$ cat config.mk
export PLATFORM = sky130hd
export DESIGN_NAME = pen_servo_ctrl
export DESIGN_NICKNAME = d
export VERILOG_FILES = /design/src/rtl/pen_servo_pkg.sv /design/src/rtl/settle_timer.sv /design/src/rtl/pen_servo_ctrl.sv
export SDC_FILE = /design/constraint.sdc
export NUM_CORES = 1
export LEC_CHECK = 0
export ABC_AREA = 1
export CORE_ASPECT_RATIO = 0.5
export CORE_MARGIN = 8
export CORE_UTILIZATION = 55
export DETAILED_ROUTE_END_ITERATION = 12
export GPL_ROUTABILITY_DRIVEN = 0
export GPL_TIMING_DRIVEN = 0
export HOLD_SLACK_MARGIN = 0.1
export MAX_ROUTING_LAYER = met4
export PLACE_DENSITY_LB_ADDON = 0.1
export SETUP_SLACK_MARGIN = 0.2
export SYNTH_ARGS = -nofsm -noshare
export SYNTH_HDL_FRONTEND = slang
export SYNTH_HIERARCHICAL = 1
export SYNTH_SLANG_ARGS = --single-unit
$ cat constraint.sdc
create_clock -name clk -period 5.4 [get_ports clk]
set_input_delay 1.08 -clock clk [delete_from_list [all_inputs] [get_ports clk]]
set_output_delay 1.08 -clock clk [all_outputs]
set_load 0.02 [all_outputs]
$ cat src/rtl/pen_servo_pkg.sv
`default_nettype none
// ============================================================================
// Module   : pen_servo_pkg
// Purpose  : Shared types and default constants for the pen-lift servo stage
//            that feeds the Pwm block.
// Contents : pen_servo_state_t       - controller state encoding
//            PEN_UP_DUTY             - default duty for the raised pen
//            PEN_DOWN_DUTY           - default duty for the lowered pen
//            DEFAULT_PWM_PERIOD      - default Pwm period
//            DEFAULT_PERIOD_BITS     - default width of period/duty
// Revision : 1.0 - initial release
// ============================================================================
package pen_servo_pkg;

    localparam int DEFAULT_PERIOD_BITS = 8;
    localparam int DEFAULT_PWM_PERIOD  = 200;
    localparam int PEN_UP_DUTY         = 10;
    localparam int PEN_DOWN_DUTY       = 20;

    typedef enum logic [1:0] {
        IDLE   = 2'd0,
        RAMP   = 2'd1,
        SETTLE = 2'd2
    } pen_servo_state_t;

endpackage : pen_servo_pkg
`default_nettype wire

$ cat src/rtl/settle_timer.sv
`default_nettype none
// ============================================================================
// Module   : settle_timer
// Purpose  : Loadable down-counter that decrements once per clk_en tick and
//            flags when it has reached zero. Shared by the motion stages.
// Ports    : clk        - system clock
//            reset      - asynchronous active-low reset (count clears to 0)
//            clk_en     - decrement tick
//            load       - load load_value (takes priority over decrement)
//            load_value - value to load
//            expired    - count is zero
// Revision : 1.0 - initial release
// ============================================================================
module settle_timer
    import pen_servo_pkg::*;
#(
    parameter int WIDTH = 16
) (
    input  logic             clk,
    input  logic             reset,
    input  logic             clk_en,
    input  logic             load,
    input  logic [WIDTH-1:0] load_value,
    output logic             expired
);

    localparam logic [WIDTH-1:0] c_one = WIDTH'(1);

    logic [WIDTH-1:0] r_count;

    // Saturates at zero so an idle timer stays expired.
    always_ff @(posedge clk or negedge reset) begin
        if (!reset) begin
            r_count <= '0;
        end else if (load) begin
            r_count <= load_value;
        end else if (clk_en && (r_count != '0)) begin
            r_count <= r_count - c_one;
        end
    end

    assign expired = (r_count == '0);

endmodule : settle_timer
`default_nettype wire

$ cat src/rtl/pen_servo_ctrl.sv
`default_nettype none
// ============================================================================
// Module   : pen_servo_ctrl
// Purpose  : Pen-lift servo controller upstream of Pwm. Accepts pen up/down
//            commands over valid/ready, moves duty_cycle to the target, holds
//            for a settle time counted in clk_en ticks, then pulses done.
// Build    : PEN_SERVO_RAMP_EN defined   -> duty steps by one per clk_en tick
//            PEN_SERVO_RAMP_EN undefined -> duty jumps to target on accept
// Ports    : clk          - system clock
//            reset        - asynchronous active-low reset
//            clk_en       - tick shared with Pwm (ramp/settle time base)
//            cmd_valid    - command present
//            cmd_pen_down - 1 = lower pen, 0 = raise pen
//            cmd_ready    - controller idle, command can be accepted
//            period       - constant PWM_PERIOD to Pwm
//            duty_cycle   - duty to Pwm
//            done         - one-cycle pulse on the cycle the move completes
//            pen_is_down  - last completed pen position
// Revision : 1.0 - initial release
// ============================================================================
module pen_servo_ctrl
    import pen_servo_pkg::*;
#(
    parameter int PERIOD_BITS  = DEFAULT_PERIOD_BITS,
    parameter int PWM_PERIOD   = DEFAULT_PWM_PERIOD,
    parameter int UP_DUTY      = PEN_UP_DUTY,
    parameter int DOWN_DUTY    = PEN_DOWN_DUTY,
    parameter int SETTLE_TICKS = 50,
    parameter int SETTLE_BITS  = 16
) (
    input  logic                   clk,
    input  logic                   reset,
    input  logic                   clk_en,
    input  logic                   cmd_valid,
    input  logic                   cmd_pen_down,
    output logic                   cmd_ready,
    output logic [PERIOD_BITS-1:0] period,
    output logic [PERIOD_BITS-1:0] duty_cycle,
    output logic                   done,
    output logic                   pen_is_down
);

    localparam logic [PERIOD_BITS-1:0] c_period    = PERIOD_BITS'(PWM_PERIOD);
    localparam logic [PERIOD_BITS-1:0] c_up_duty   = PERIOD_BITS'(UP_DUTY);
    localparam logic [PERIOD_BITS-1:0] c_down_duty = PERIOD_BITS'(DOWN_DUTY);
    localparam logic [SETTLE_BITS-1:0] c_settle    = SETTLE_BITS'(SETTLE_TICKS);
    localparam logic                   c_no_settle = (SETTLE_TICKS == 0);

    generate
        if ((UP_DUTY > PWM_PERIOD) || (DOWN_DUTY > PWM_PERIOD) ||
            (UP_DUTY < 0) || (DOWN_DUTY < 0) ||
            ((PERIOD_BITS < 31) && (PWM_PERIOD >= (1 << PERIOD_BITS))) ||
            ((SETTLE_BITS < 31) && (SETTLE_TICKS >= (1 << SETTLE_BITS)))) begin : g_param_check
            $error("pen_servo_ctrl: duty/period/settle parameters out of range");
        end
    endgenerate

    pen_servo_state_t       r_state, w_next_state;
    logic [PERIOD_BITS-1:0] r_duty, w_next_duty;
    logic                   r_req_down, w_next_req_down;
    logic                   r_pen_down, w_next_pen_down;
    logic                   w_accept;
    logic                   w_load;
    logic                   w_expired;
    logic                   w_settle_fire;
    logic                   w_done;
    logic [PERIOD_BITS-1:0] w_cmd_target;

`ifdef PEN_SERVO_RAMP_EN
    localparam logic [PERIOD_BITS-1:0] c_one = PERIOD_BITS'(1);
    logic [PERIOD_BITS-1:0] r_target, w_next_target;
`endif

    assign w_accept      = cmd_valid && (r_state == IDLE);
    assign w_cmd_target  = cmd_pen_down ? c_down_duty : c_up_duty;
    // A zero settle time completes without waiting for a tick.
    assign w_settle_fire = w_expired && (clk_en || c_no_settle);

    always_comb begin
        w_next_state    = r_state;
        w_next_duty     = r_duty;
        w_next_req_down = r_req_down;
        w_next_pen_down = r_pen_down;
        w_load          = 1'b0;
        w_done          = 1'b0;
`ifdef PEN_SERVO_RAMP_EN
        w_next_target   = r_target;
`endif
        case (r_state)
            IDLE: begin
                if (w_accept) begin
                    w_next_req_down = cmd_pen_down;
`ifdef PEN_SERVO_RAMP_EN
                    w_next_target   = w_cmd_target;
                    w_next_state    = RAMP;
`else
                    w_next_duty     = w_cmd_target;
                    w_load          = 1'b1;
                    w_next_state    = SETTLE;
`endif
                end
            end
            RAMP: begin
`ifdef PEN_SERVO_RAMP_EN
                // Arrival is judged on the registered duty, so a step taken
                // on a tick is followed by one cycle that starts the settle.
                if (r_duty == r_target) begin
                    w_load       = 1'b1;
                    w_next_state = SETTLE;
                end else if (clk_en) begin
                    w_next_duty = (r_duty < r_target) ? (r_duty + c_one)
                                                      : (r_duty - c_one);
                end
`else
                w_next_state = IDLE;
`endif
            end
            SETTLE: begin
                if (w_settle_fire) begin
                    w_done          = 1'b1;
                    w_next_pen_down = r_req_down;
                    w_next_state    = IDLE;
                end
            end
            default: begin
                w_next_state = IDLE;
            end
        endcase
    end

    always_ff @(posedge clk or negedge reset) begin
        if (!reset) begin
            r_state    <= IDLE;
            r_duty     <= c_up_duty;
            r_req_down <= 1'b0;
            r_pen_down <= 1'b0;
        end else begin
            r_state    <= w_next_state;
            r_duty     <= w_next_duty;
            r_req_down <= w_next_req_down;
            r_pen_down <= w_next_pen_down;
        end
    end

`ifdef PEN_SERVO_RAMP_EN
    always_ff @(posedge clk or negedge reset) begin
        if (!reset) begin
            r_target <= c_up_duty;
        end else begin
            r_target <= w_next_target;
        end
    end
`endif

    settle_timer #(
        .WIDTH      (SETTLE_BITS)
    ) u_settle_timer (
        .clk        (clk),
        .reset      (reset),
        .clk_en     (clk_en),
        .load       (w_load),
        .load_value (c_settle),
        .expired    (w_expired)
    );

    assign period      = c_period;
    assign duty_cycle  = r_duty;
    assign cmd_ready   = (r_state == IDLE);
    assign done        = w_done;
    assign pen_is_down = r_pen_down;

endmodule : pen_servo_ctrl
`default_nettype wire

==> flow_summary.html <==
<table>
<tr><th>Metric</th><th>Value</th></tr>
<tr><th colspan="2">Synth</th></tr>
<tr><td>Share of the yosys chip area belonging to registers</td><td>32.3%</td></tr>
<tr><td>Number of enable flip-flop cells after synthesis</td><td>0</td></tr>
<tr><td>Netlist area before placement</td><td>1550 um^2</td></tr>
<tr><td>Yosys top cell area share</td><td>30.6%</td></tr>
<tr><td>Top-count cell post-synth</td><td>sky130_fd_sc_hd__nand2_1</td></tr>
<tr><td>Most instantiated flip-flop cell in the synthesis netlist</td><td>sky130_fd_sc_hd__dfrtp_1</td></tr>
<tr><td>Synth Warn #</td><td>6</td></tr>
<tr><td>Number of storage elements in the synthesis netlist</td><td>20</td></tr>
<tr><td>Leading post-synthesis cells by cell area</td><td>sky130_fd_sc_hd__dfrtp_1, sky130_fd_sc_hd__nand2_1, sky130_fd_sc_hd__nand3_1, sky130_fd_sc_hd__buf_4, sky130_fd_sc_hd__nor2_1</td></tr>
<tr><td>Gate count of the mapped netlist</td><td>223</td></tr>
<tr><td>Mean Syn Cell Area</td><td>6.97 um^2</td></tr>
<tr><td>Most area-hungry cell type in the Yosys netlist</td><td>sky130_fd_sc_hd__dfrtp_1</td></tr>
<tr><td>Number of library cell types mapped by synthesis</td><td>29</td></tr>
<tr><td>FFs w/ async S/R, synth</td><td>100%</td></tr>
<tr><td>List of most frequent post-synthesis cells</td><td>sky130_fd_sc_hd__nand2_1, sky130_fd_sc_hd__nand3_1, sky130_fd_sc_hd__nor2_1, sky130_fd_sc_hd__dfrtp_1, sky130_fd_sc_hd__inv_1</td></tr>
<tr><th colspan="2">STA</th></tr>
<tr><td>Worst max-slew margin expressed relative to the limit</td><td>37.7%</td></tr>
<tr><td>Final Skew</td><td>4.16 ps</td></tr>
<tr><td>Max frequency</td><td>267 MHz</td></tr>
<tr><td>Share of the clock period used by the worst path</td><td>69.3%</td></tr>
<tr><td>Min setup slack post-route</td><td>1660 ps</td></tr>
<tr><td>Final-report setup violation count</td><td>0</td></tr>
<tr><td>Minimum period implied by the final worst setup slack</td><td>3740 ps</td></tr>
<tr><td>Tightest Pin Transition</td><td>931 ps</td></tr>
<tr><td>Summed negative setup slack over all endpoints</td><td>0 ps</td></tr>
<tr><td>Max Slew Vio Count</td><td>0</td></tr>
<tr><td>RSZ-0062 raised after global routing</td><td>false</td></tr>
<tr><td>Number of hold violations in the final report</td><td>0</td></tr>
<tr><th colspan="2">Power</th></tr>
<tr><td>Part of the total power dissipated in sequential elements</td><td>38.7%</td></tr>
<tr><td>Net Switching</td><td>271 uW</td></tr>
<tr><td>Clock power frac</td><td>18.7%</td></tr>
<tr><td>Peak VDD IR</td><td>0.226 mV</td></tr>
<tr><td>Switching Fraction</td><td>43.1%</td></tr>
<tr><td>PwrDens</td><td>337 nW/um^2</td></tr>
<tr><td>Static Leakage</td><td>0.000969 uW</td></tr>
<tr><td>Int Power</td><td>357 uW</td></tr>
<tr><td>Relative contribution of combinational cells to total power</td><td>42.6%</td></tr>
<tr><th colspan="2">Global route</th></tr>
<tr><td>Wire length of the first global-routing pass</td><td>5.75 mm</td></tr>
<tr><td>Total routing resource utilization after global routing</td><td>15.4%</td></tr>
<tr><td>Gr ovfl total</td><td>0</td></tr>
<tr><td>Initial antenna violation count</td><td>0</td></tr>
<tr><td>Vias in the first global route</td><td>1242</td></tr>
<tr><td>Maximum number of pins on one net before global-route repair</td><td>21</td></tr>
<tr><th colspan="2">Flow run</th></tr>
<tr><td>Number of max-cap violations</td><td>0</td></tr>
<tr><th colspan="2">Setup path</th></tr>
<tr><td>Chain of cells forming the critical path</td><td>inv_1, ha_1, inv_1, nor2_2, nand3_1, nor2_2, nand2_1, nor4_2, nand3_1, inv_1, clkdlybuf4s50_1</td></tr>
<tr><td>Critical Path Fanout Max</td><td>4</td></tr>
<tr><td>Cell class contributing the biggest share of worst-path delay</td><td>simple AND/OR/NAND/NOR gates</td></tr>
<tr><td>Reg-to-reg slack, setup</td><td>3430 ps</td></tr>
<tr><td>Worst Path Required</td><td>4320 ps</td></tr>
<tr><td>Critical path arrival</td><td>2660 ps</td></tr>
<tr><td>WS Path Type</td><td>reg -&gt; out</td></tr>
<tr><td>Worst-path cell with the longest stage delay</td><td>sky130_fd_sc_hd__clkdlybuf4s50_1</td></tr>
<tr><td>CP most frequent cell</td><td>sky130_fd_sc_hd__inv_1</td></tr>
<tr><td>Crit start category</td><td>register</td></tr>
<tr><td>Worst path bufs/invs</td><td>4</td></tr>
<tr><td>Stage delay of the slowest cell on the critical path</td><td>590 ps</td></tr>
<tr><td>Crit path capture type</td><td>output pin</td></tr>
<tr><th colspan="2">Floorplan</th></tr>
<tr><td>Die Ht</td><td>53.6 um</td></tr>
<tr><td>Ports placed on the boundary</td><td>24</td></tr>
<tr><td>Core outline area</td><td>2640 um^2</td></tr>
<tr><td>Starting density of the core</td><td>59.0%</td></tr>
<tr><td>Placement row count</td><td>13</td></tr>
<tr><td>Die area</td><td>4890 um^2</td></tr>
<tr><td>Die Span X</td><td>91.2 um</td></tr>
<tr><th colspan="2">Clocking</th></tr>
<tr><td>Buffers from clock root to sink, at most</td><td>2</td></tr>
<tr><td>Total CTS buffers</td><td>3</td></tr>
<tr><td>CTS Hold Bufs</td><td>0</td></tr>
<tr><td>Setup bufs post-CTS</td><td>0</td></tr>
<tr><td>CTS Root Cell</td><td>sky130_fd_sc_hd__clkbuf_8</td></tr>
<tr><td>H-tree levels</td><td>1</td></tr>
<tr><td>Clock latency of the later-clocked register in the worst-skew pair</td><td>260 ps</td></tr>
<tr><td>Clock-pin slew on the worst setup and hold paths</td><td>80 ps</td></tr>
<tr><td>Clock Sinks</td><td>20</td></tr>
<tr><td>CTS tree</td><td>built</td></tr>
<tr><td>Post-CTS Resized</td><td>0</td></tr>
<tr><th colspan="2">Cells and area</th></tr>
<tr><td>Total Nets Final</td><td>271</td></tr>
<tr><td>Total of fill cells in the finished design</td><td>227</td></tr>
<tr><td>Number of antenna diodes</td><td>0</td></tr>
<tr><td>Post-synthesis to final-layout area growth</td><td>19.9%</td></tr>
<tr><td>Final non-filler cell total</td><td>301</td></tr>
<tr><td>Share of cells above drive strength 1</td><td>21.6%</td></tr>
<tr><th colspan="2">Placement</th></tr>
<tr><td>Half-perimeter wire length of the detailed placement result</td><td>2.59 mm</td></tr>
<tr><td>Number of input and output port buffers inserted</td><td>11</td></tr>
<tr><td>Number of cells in the design after placement</td><td>297</td></tr>
<tr><td>Post-placement setup slack</td><td>1810 ps</td></tr>
<tr><th colspan="2">Drt</th></tr>
<tr><td>Routed wirelength normalized by instance count</td><td>11.4 um</td></tr>
<tr><td>Count of unresolved DRC violations after routing</td><td>0</td></tr>
<tr><td>DRC violation total after the first TritonRoute iteration</td><td>76</td></tr>
<tr><td>Via-to-Cell Ratio</td><td>4.74</td></tr>
<tr><td>Final antenna-violating net count</td><td>0</td></tr>
<tr><td>Detailed-routing iteration count for the pre-antenna-repair pass</td><td>4</td></tr>
<tr><td>Via count</td><td>1426</td></tr>
<tr><td>Detailed-route wire length</td><td>3.42 mm</td></tr>
<tr><th colspan="2">Status</th></tr>
<tr><td>Status</td><td>finished clean</td></tr>
<tr><th colspan="2">Worst hold path</th></tr>
<tr><td>Class of the tightest hold or removal check</td><td>reg -&gt; reg</td></tr>
</table>
-- cell families after synthesis --
kind of cell | count (synthesis) | synth area share [%]
AOI/OAI and AO/OA | 11 | 4.91
and+or+nand+nor | 141 | 43.3
other | 2 | 0.483
DFF | 20 | 32.3
xor gates and xnor gates | 6 | 3.38
adders and majority gates | 1 | 0.805
buffers and inverters | 42 | 14.8
-- layer usage --
layer  track usage, %  vias up  share of wire (%)
li1                 -      733                  -
met1             19.1      639                 48
met3             5.82        7                9.4
met2             22.7       47                 41
met5                -        -                  0
met4             5.09        0               0.91
-- state kept, by name, summed over array words and instances (netlist names) --
signal / count
duty_cycle: 2
pen_is_down: 1
r_state: 1
u_settle_timer/r_count: 16
-- layout make-up --
cell class	count	area [um^2]	share of cell area, %
Multi-Input combinational cell	187	920	49.4
Sequential cell	20	502	26.9
Buffer	20	148	7.92
Timing Repair Buffer	11	110	5.91
Inverter	22	82.6	4.43
Clock buffer	4	55.1	2.95
Tap cell	37	46.3	2.48
-- worst paths after layout --
| check | from | to | depth (start not counted) |
|---|---|---|---|
| setup / recovery | u_settle_timer/r_count[0] | done | 11 |
| hold / removal | duty_cycle[3] | duty_cycle[3] | 2 |
| setup reg to reg | u_settle_timer/r_count[0] | pen_is_down | 11 |
| hold reg to reg | duty_cycle[3] | duty_cycle[3] | 2 |
| max in group asynchronous | reset | r_state[1] | 1 |
| min in group asynchronous | reset | u_settle_timer/r_count[2] | 1 |
-- cell usage in the layout, fill, tap and decap left out --
cell and instances:
sky130_fd_sc_hd__ha_1 1, sky130_fd_sc_hd__clkbuf_1 2, sky130_fd_sc_hd__clkbuf_8 4, sky130_fd_sc_hd__nor4_2 1
sky130_fd_sc_hd__o21ai_0 3, sky130_fd_sc_hd__nand3_1 26, sky130_fd_sc_hd__nand3_2 3, sky130_fd_sc_hd__dfstp_2 1
sky130_fd_sc_hd__o21ai_2 3, sky130_fd_sc_hd__a21oi_2 2, sky130_fd_sc_hd__xnor2_1 1, sky130_fd_sc_hd__clkdlybuf4s50_1 11
sky130_fd_sc_hd__a21oi_1 2, sky130_fd_sc_hd__conb_1 28, sky130_fd_sc_hd__nor2_1 25, sky130_fd_sc_hd__buf_6 2
sky130_fd_sc_hd__inv_1 17, sky130_fd_sc_hd__o21bai_1 1, sky130_fd_sc_hd__nand2_4 2, sky130_fd_sc_hd__nor2_2 7
sky130_fd_sc_hd__or2_2 4, sky130_fd_sc_hd__nor2_4 2, sky130_fd_sc_hd__nand4_1 1, sky130_fd_sc_hd__inv_2 5
sky130_fd_sc_hd__nand2_1 65, sky130_fd_sc_hd__nand3_4 1, sky130_fd_sc_hd__xor2_1 5, sky130_fd_sc_hd__buf_2 1
sky130_fd_sc_hd__buf_4 15, sky130_fd_sc_hd__nand2_2 4, sky130_fd_sc_hd__dfrtp_1 19
-- through the flow --
step | area, um^2 | hold slack, ps | utilization, % | total power, uW
floorplan | 1650 | 492 | - | 453
global placement | 1810 | 467 | 68.6 | 497
detailed placement | 1810 | 467 | 68.6 | 507
CTS | 1860 | 481 | 70.7 | 630
global route | 1860 | 503 | 70.7 | 679
finish | 1860 | 475 | 70.7 | 629
-- worst register-to-register path, stage by stage, from the launching register on --
cell and delay, ps:
sky130_fd_sc_hd__dfrtp_1 380, sky130_fd_sc_hd__inv_1 120, sky130_fd_sc_hd__ha_1 260, sky130_fd_sc_hd__inv_1 70, sky130_fd_sc_hd__nor2_2 140, sky130_fd_sc_hd__nand3_1 150
sky130_fd_sc_hd__nor2_2 170, sky130_fd_sc_hd__nand2_1 110, sky130_fd_sc_hd__nor4_2 180, sky130_fd_sc_hd__nand3_1 160, sky130_fd_sc_hd__nand2_1 80, sky130_fd_sc_hd__nand2_1 50
-- power groups by stage --
stage,logic [uW],clock network [uW],registers [uW]
3_5_place_dp,262,0,245
5_1_grt,300,129,250
4_1_cts,267,121,242
3_3_place_gp,253,0,244
2_1_floorplan,219,0,234
6_report,268,117,243
No activity file was read; power rests on OpenSTA's default activity.
